**src/rtl/uart_pkg.sv**
```systemverilog
// Shared definitions for the UART receive path: receiver states, frame
// geometry and the default bit-period derivation for a 50 MHz / 115200 link.
package uart_pkg;

  localparam int CLK_FREQ         = 50_000_000;
  localparam int BAUD             = 115_200;
  localparam int DEF_CLKS_PER_BIT = CLK_FREQ / BAUD;
  localparam int DATA_BITS        = 8;

  typedef enum logic [2:0] {
    WAIT_HIGH = 3'd0,
    IDLE      = 3'd1,
    START     = 3'd2,
    DATA      = 3'd3,
    PARITY    = 3'd4,
    STOP      = 3'd5
  } rx_state_e;

  // Returns 1 when data plus its even-parity bit contain an odd number of ones.
  function automatic logic parity_bad(input logic [DATA_BITS-1:0] data,
                                      input logic par_bit);
    return (^data) ^ par_bit;
  endfunction

endpackage

```
**src/rtl/uart_rx_sync.sv**
```systemverilog
// Two-flop synchronizer for an asynchronous level input. Resets to 1 so an
// idle-high serial line never shows a spurious low right after reset.
module uart_rx_sync (
  input  logic clk,
  input  logic reset,
  input  logic async_i,
  output logic sync_o
);

  logic meta_q;
  logic sync_q;

  // Two back-to-back capture stages; the first may go metastable.
  always_ff @(posedge clk) begin
    if (!reset) begin
      meta_q <= 1'b1;
      sync_q <= 1'b1;
    end else begin
      meta_q <= async_i;
      sync_q <= meta_q;
    end
  end

  assign sync_o = sync_q;

endmodule

```
**src/rtl/uart_rx_core.sv**
```systemverilog
// 8-bit UART receiver (8N1, LSB first) with a one-entry holding register,
// sticky framing/overrun flags and mid-bit sampling.
// Define UART_RX_PARITY_EN to receive 8E1 frames and drive parity_err_o;
// without it parity_err_o is tied low.
module uart_rx_core
  import uart_pkg::*;
#(
  parameter int CLKS_PER_BIT = DEF_CLKS_PER_BIT,
  parameter int CNT_W        = 16
) (
  input  logic       clk,
  input  logic       reset,
  input  logic       rx_i,
  input  logic       rd_ack_i,
  input  logic       err_clr_i,
  output logic [7:0] rx_data_o,
  output logic       rx_ready_o,
  output logic       frame_err_o,
  output logic       overrun_o,
  output logic       parity_err_o,
  output logic       busy_o
);

  localparam logic [CNT_W-1:0] HALF_M1  = CNT_W'(CLKS_PER_BIT / 2 - 1);
  localparam logic [CNT_W-1:0] FULL_M1  = CNT_W'(CLKS_PER_BIT - 1);
  localparam logic [2:0]       LAST_BIT = 3'(DATA_BITS - 1);

  logic rxs_s;

  rx_state_e         state_q, state_d;
  logic [CNT_W-1:0]  cnt_q, cnt_d;
  logic [2:0]        bit_idx_q, bit_idx_d;
  logic [7:0]        shift_q, shift_d;
  logic [7:0]        data_q, data_d;
  logic              ready_q, ready_d;
  logic              ferr_q, ferr_d;
  logic              ovr_q, ovr_d;
  logic              perr_q, perr_d;
  logic              busy_q, busy_d;
  logic              accept_s;
  logic              frame_evt_s;
  logic              par_evt_s;

  uart_rx_sync u_sync (
    .clk     (clk),
    .reset   (reset),
    .async_i (rx_i),
    .sync_o  (rxs_s)
  );

  // Frame sequencing: start detection, mid-bit sampling and stop-bit check.
  always_comb begin
    state_d     = state_q;
    cnt_d       = cnt_q;
    bit_idx_d   = bit_idx_q;
    shift_d     = shift_q;
    accept_s    = 1'b0;
    frame_evt_s = 1'b0;
    par_evt_s   = 1'b0;
    case (state_q)
      WAIT_HIGH: begin
        if (rxs_s) state_d = IDLE;
        else       state_d = WAIT_HIGH;
      end
      IDLE: begin
        if (!rxs_s) begin
          cnt_d   = '0;
          state_d = START;
        end else begin
          state_d = IDLE;
        end
      end
      START: begin
        if (cnt_q == HALF_M1) begin
          cnt_d = '0;
          if (!rxs_s) begin
            bit_idx_d = 3'd0;
            state_d   = DATA;
          end else begin
            state_d = IDLE;
          end
        end else begin
          cnt_d = cnt_q + CNT_W'(1);
        end
      end
      DATA: begin
        if (cnt_q == FULL_M1) begin
          cnt_d = '0;
          // Shifting in from the top leaves the first bit in bit 0 after 8 samples.
          shift_d = {rxs_s, shift_q[7:1]};
          if (bit_idx_q == LAST_BIT) begin
`ifdef UART_RX_PARITY_EN
            state_d = PARITY;
`else
            state_d = STOP;
`endif
          end else begin
            bit_idx_d = bit_idx_q + 3'd1;
          end
        end else begin
          cnt_d = cnt_q + CNT_W'(1);
        end
      end
`ifdef UART_RX_PARITY_EN
      PARITY: begin
        if (cnt_q == FULL_M1) begin
          cnt_d     = '0;
          par_evt_s = parity_bad(shift_q, rxs_s);
          state_d   = STOP;
        end else begin
          cnt_d = cnt_q + CNT_W'(1);
        end
      end
`endif
      STOP: begin
        if (cnt_q == FULL_M1) begin
          cnt_d = '0;
          if (rxs_s) begin
            accept_s = 1'b1;
            state_d  = IDLE;
          end else begin
            frame_evt_s = 1'b1;
            state_d     = WAIT_HIGH;
          end
        end else begin
          cnt_d = cnt_q + CNT_W'(1);
        end
      end
      default: begin
        state_d = WAIT_HIGH;
        cnt_d   = '0;
      end
    endcase
  end

  // Holding register and sticky flags; an error event beats a same-cycle clear.
  always_comb begin
    data_d  = data_q;
    ready_d = ready_q;
    ovr_d   = err_clr_i ? 1'b0 : ovr_q;
    ferr_d  = err_clr_i ? 1'b0 : ferr_q;
    perr_d  = err_clr_i ? 1'b0 : perr_q;
    if (accept_s) begin
      if (!ready_q || rd_ack_i) begin
        data_d  = shift_q;
        ready_d = 1'b1;
      end else begin
        ovr_d = 1'b1;
      end
    end else if (rd_ack_i && ready_q) begin
      ready_d = 1'b0;
    end else begin
      ready_d = ready_q;
    end
    if (frame_evt_s) ferr_d = 1'b1;
    else             ferr_d = ferr_d;
    if (par_evt_s)   perr_d = 1'b1;
    else             perr_d = perr_d;
    busy_d = (state_d != IDLE);
  end

  // All receiver state and registered outputs.
  always_ff @(posedge clk) begin
    if (!reset) begin
      state_q   <= WAIT_HIGH;
      cnt_q     <= '0;
      bit_idx_q <= 3'd0;
      shift_q   <= 8'h00;
      data_q    <= 8'h00;
      ready_q   <= 1'b0;
      ferr_q    <= 1'b0;
      ovr_q     <= 1'b0;
      perr_q    <= 1'b0;
      busy_q    <= 1'b1;
    end else begin
      state_q   <= state_d;
      cnt_q     <= cnt_d;
      bit_idx_q <= bit_idx_d;
      shift_q   <= shift_d;
      data_q    <= data_d;
      ready_q   <= ready_d;
      ferr_q    <= ferr_d;
      ovr_q     <= ovr_d;
      perr_q    <= perr_d;
      busy_q    <= busy_d;
    end
  end

  assign rx_data_o   = data_q;
  assign rx_ready_o  = ready_q;
  assign frame_err_o = ferr_q;
  assign overrun_o   = ovr_q;
  assign busy_o      = busy_q;
`ifdef UART_RX_PARITY_EN
  assign parity_err_o = perr_q;
`else
  assign parity_err_o = 1'b0;
`endif

endmodule

```
**config.mk**
```make
export PLATFORM = sky130hd
export DESIGN_NAME = uart_rx_core
export DESIGN_NICKNAME = d
export VERILOG_FILES = /design/src/rtl/uart_pkg.sv /design/src/rtl/uart_rx_sync.sv /design/src/rtl/uart_rx_core.sv
export SDC_FILE = /design/constraint.sdc
export NUM_CORES = 1
export LEC_CHECK = 0
export CORE_MARGIN = 2
export CORE_UTILIZATION = 40
export DETAILED_ROUTE_END_ITERATION = 10
export DONT_BUFFER_PORTS = 1
export GPL_ROUTABILITY_DRIVEN = 1
export MAX_ROUTING_LAYER = met4
export PLACE_DENSITY = 0.62
export SLEW_MARGIN = 10
export SYNTH_ARGS = -nofsm -noshare
export SYNTH_HDL_FRONTEND = slang
export SYNTH_SLANG_ARGS = --single-unit
```
**constraint.sdc**
```tcl
create_clock -name clk -period 3.96 [get_ports clk]
set_clock_uncertainty 0.2 [all_clocks]
set_input_delay 0.198 -clock clk [delete_from_list [all_inputs] [get_ports clk]]
set_output_delay 0.198 -clock clk [all_outputs]
set_load 0.02 [all_outputs]
```
==> summary.md <==
| Metric | Value |
|---|---|
| Status | completed |
| FP Rows | 26 |
| Net Sw Power | 0.172 mW |
| First-pass GRT wire length | 6.47 mm |
| Synthesized flop and latch total | 44 |
| Crit path DAT | 2280 ps |
| Die area | 5910 um2 |
| Drt drc | 0 |
| Max-cap violations | 0 |
| Die X | 76.9 um |
| Adder-cell share of the synthesized area | 2.94% |
| All-Layer GR Usage | 14.0% |
| Largest net degree at the start of global routing | 27 |
| CP Capture Type | register |
| GPL Wtd Cong | 0.817 |
| Unique masters post-synth | 42 |
| Root buf cell | clkbuf_8 |
| Detailed Route WL | 3.67 mm |
| Post CTS Setup Buffer Count | 0 |
| Sink Count | 44 |
| DR pass1 iterations | 4 |
| Post-synthesis xor/xnor area fraction | 6.60% |
| Final min period | 2320 ps |
| Worst slew pin tran | 754 ps |
| Setup Crit Path Kind | reg -> reg |
| Syn Inst Count | 220 |
| Core area | 5110 um2 |
| Initial antenna violation count | 0 |
| Complex-gate fraction of the synthesized area | 7.30% |
| Num CTS Buffers | 5 |
| # diodes | 0 |
| Simple-gate share of the synthesized area | 29.5% |
| Global route total overflow | 0 |
| Via count of the first global-routing pass | 1,424 |
| Overall power | 0.752 mW |
| Number of setup violations in the final report | 0 |
| Starting density of the core | 41.6% |
| Syn Area/Cell | 9.66 um2 |
| Yosys synthesis warning count | 0 |
| Largest area contributor in the netlist | dfxtp_1 |
| Number of H-tree levels | 2 |
| Reg clk slew, reported paths | 80 ps |
| Nets | 229 |
| # fillers | 510 |
| Critical path fanouts, max | 16 |
| Layout area overhead | 6.89% |
| Clk_lat worst skew | 290 ps |
| Port Buffers | 0 |
| Worst setup SP type | register |
| Setup TNS | 0 ps |
| R2r setup slk | 1640 ps |
| IO Count | 18 |
| Mapped cell area | 2120 um2 |
| Multiplexer share of the synthesized area | 8.01% |
| Hold Fails Final Rpt | 0 |
| Post-synth EDFFs | 0 |
| Worst min path class | in -> reg |
| DR iter-0 viols | 58 |
| Crit share post-route | 58.7% |
| Sequential power share | 60.2% |
| Static Leak | 0.837 nW |
| RSZ-0062 raised after global routing | false |
| Drt via density | 5.03 |
| Largest family of logic cells by synthesized area | simple AND/OR/NAND/NOR gates |
| Max_slew headroom | 49.6% |
| TritonCTS clock tree | yes |
| Hpwl dp | 2.45 mm |
| Fin Hold WS | 109 ps |
| Fin. max-slew vios | 0 |
| Predominant post-synthesis flop cell | dfxtp_1 |
| Register area share after synthesis | 41.5% |
| Avg WL per Cell | 12.7 um |
| Ys async rst share | 0% |
| Maximum vdd ir drop | 0.202 mV |
| Via count | 1,454 |
| Setup WS pre-CTS | 1640 ps |
| Required time at the worst-slack endpoint | 3920 ps |
| PD cells | 331 nW/um2 |
| Switching Fraction | 22.9% |
| Layout cells sized above 1 | 11.4% |
| Synth area leaders | dfxtp_1 (41%), mux2i_1 (8.0%), nor2b_1 (6.2%) |
| Routed Antenna Nets | 0 |
| Deepest clock path buffer count | 2 |
| Int Power | 0.580 mW |
| Syn_nets | 230 |
| Setup WS post-layout | 1640 ps |
| Fmax | 431 MHz |
| Clock share of power | 35.4% |
| Die Ht | 76.9 um |
| Combinational share of power | 4.4% |
| Synth top area share | 41.5% |
[layout make-up]
| type | count | area, um2 | share of cell area, % |
|---|---|---|---|
| Timing Repair Buffer | 5 | 47.5 | 2.09 |
| Inverter | 4 | 15.0 | 0.661 |
| Tap cell | 70 | 87.6 | 3.86 |
| Sequential cell | 44 | 881 | 38.8 |
| Multi-Input combinational cell | 159 | 1160 | 51.0 |
| Clock inverter | 2 | 12.5 | 0.551 |
| Clock buffer | 5 | 68.8 | 3.03 |
[cells in the final DEF, fill, tap and decap left out, types with 5 or more instances in the layout]
| cell type | count |
|---|---|
| nand4_1 | 7 |
| nor2_2 | 10 |
| clkbuf_8 | 5 |
| xor2_1 | 12 |
| nand2b_1 | 7 |
| ha_1 | 5 |
| mux2i_1 | 17 |
| nand3_1 | 10 |
| nand2_1 | 9 |
| nor2_1 | 10 |
| and3_1 | 6 |
| dfxtp_1 | 44 |
| nor2b_1 | 21 |
[power groups by stage]
stage	sequential [mW]	clock [mW]	combinational, mW
after floorplan	0.461	0	0.0293
after global placement	0.463	0	0.0271
after detailed placement	0.463	0	0.0268
after CTS	0.452	0.279	0.0335
after global routing	0.453	0.294	0.0362
final	0.452	0.267	0.0332
[synth_stat cells (all sizes together) (6+ instances only)]
| master | n |
|---|---|
| and3 | 6 |
| nor2b | 21 |
| nand2 | 10 |
| nand2b | 7 |
| buf | 6 |
| xor2 | 12 |
| nor2 | 20 |
| dfxtp | 44 |
| mux2i | 17 |
| nand3 | 10 |
| nand4 | 7 |
| clkbuf | 7 |
[final timing paths]
kind,startpoint,end,cells after the start
worst max-delay path,cnt_q[0],cnt_q[4],6
worst min-delay path,reset,state_q[0],3
worst max register to register,cnt_q[0],cnt_q[4],6
worst min register to register,u_sync.meta_q,u_sync.sync_o,1
[registers in the layout (all words and copies together) (netlist names)]
name	count
cnt_q	16
rx_data_o	8
shift_q	8
bit_idx_q	3
state_q	3
busy_o	1
frame_err_o	1
overrun_o	1
rx_ready_o	1
u_sync.meta_q	1
u_sync.sync_o	1
[per-stage QoR]
| step | cell area (um2) | utilization, % | std cells |
|---|---|---|---|
| 6_report | 2270 | 44.5 | 289 |
| 5_1_grt | 2270 | 44.5 | 289 |
| 4_1_cts | 2270 | 44.5 | 289 |
| 3_5_place_dp | 2150 | 42.1 | 278 |
| 3_3_place_gp | 2150 | 42.1 | 278 |
| 2_1_floorplan | 2120 | - | 220 |
[per-layer routing]
layer	share of wire (%)	global-route usage (%)	up-vias
met2	44	21.6	21
li1	-	-	755
met1	51	17.4	672
met4	2.0	6.00	0
met5	0	-	-
met3	3.0	3.76	6
[what timing repair did]
item                      in CTS  in global routing
hold endpoints to repair      28                  0
gates resized for setup        0                  0
hold buffers                   4                  0
[worst max-delay path, cell delays in order, from the launching register on]
cell,delay (ps)
dfxtp_1,420
ha_1,190
nor4bb_1,280
and4_1,400
o2bb2ai_2,100
a21oi_4,470
nor2_1,120
[cell families after synthesis]
family | after synthesis
xor gates and xnor gates | 16
other | 1
AOI/OAI and AO/OA | 19
DFF | 44
adders and majority gates | 5
muxes | 17
buffers and inverters | 17
and+or+nand+nor | 101
Power figures use the tool's default switching activity.
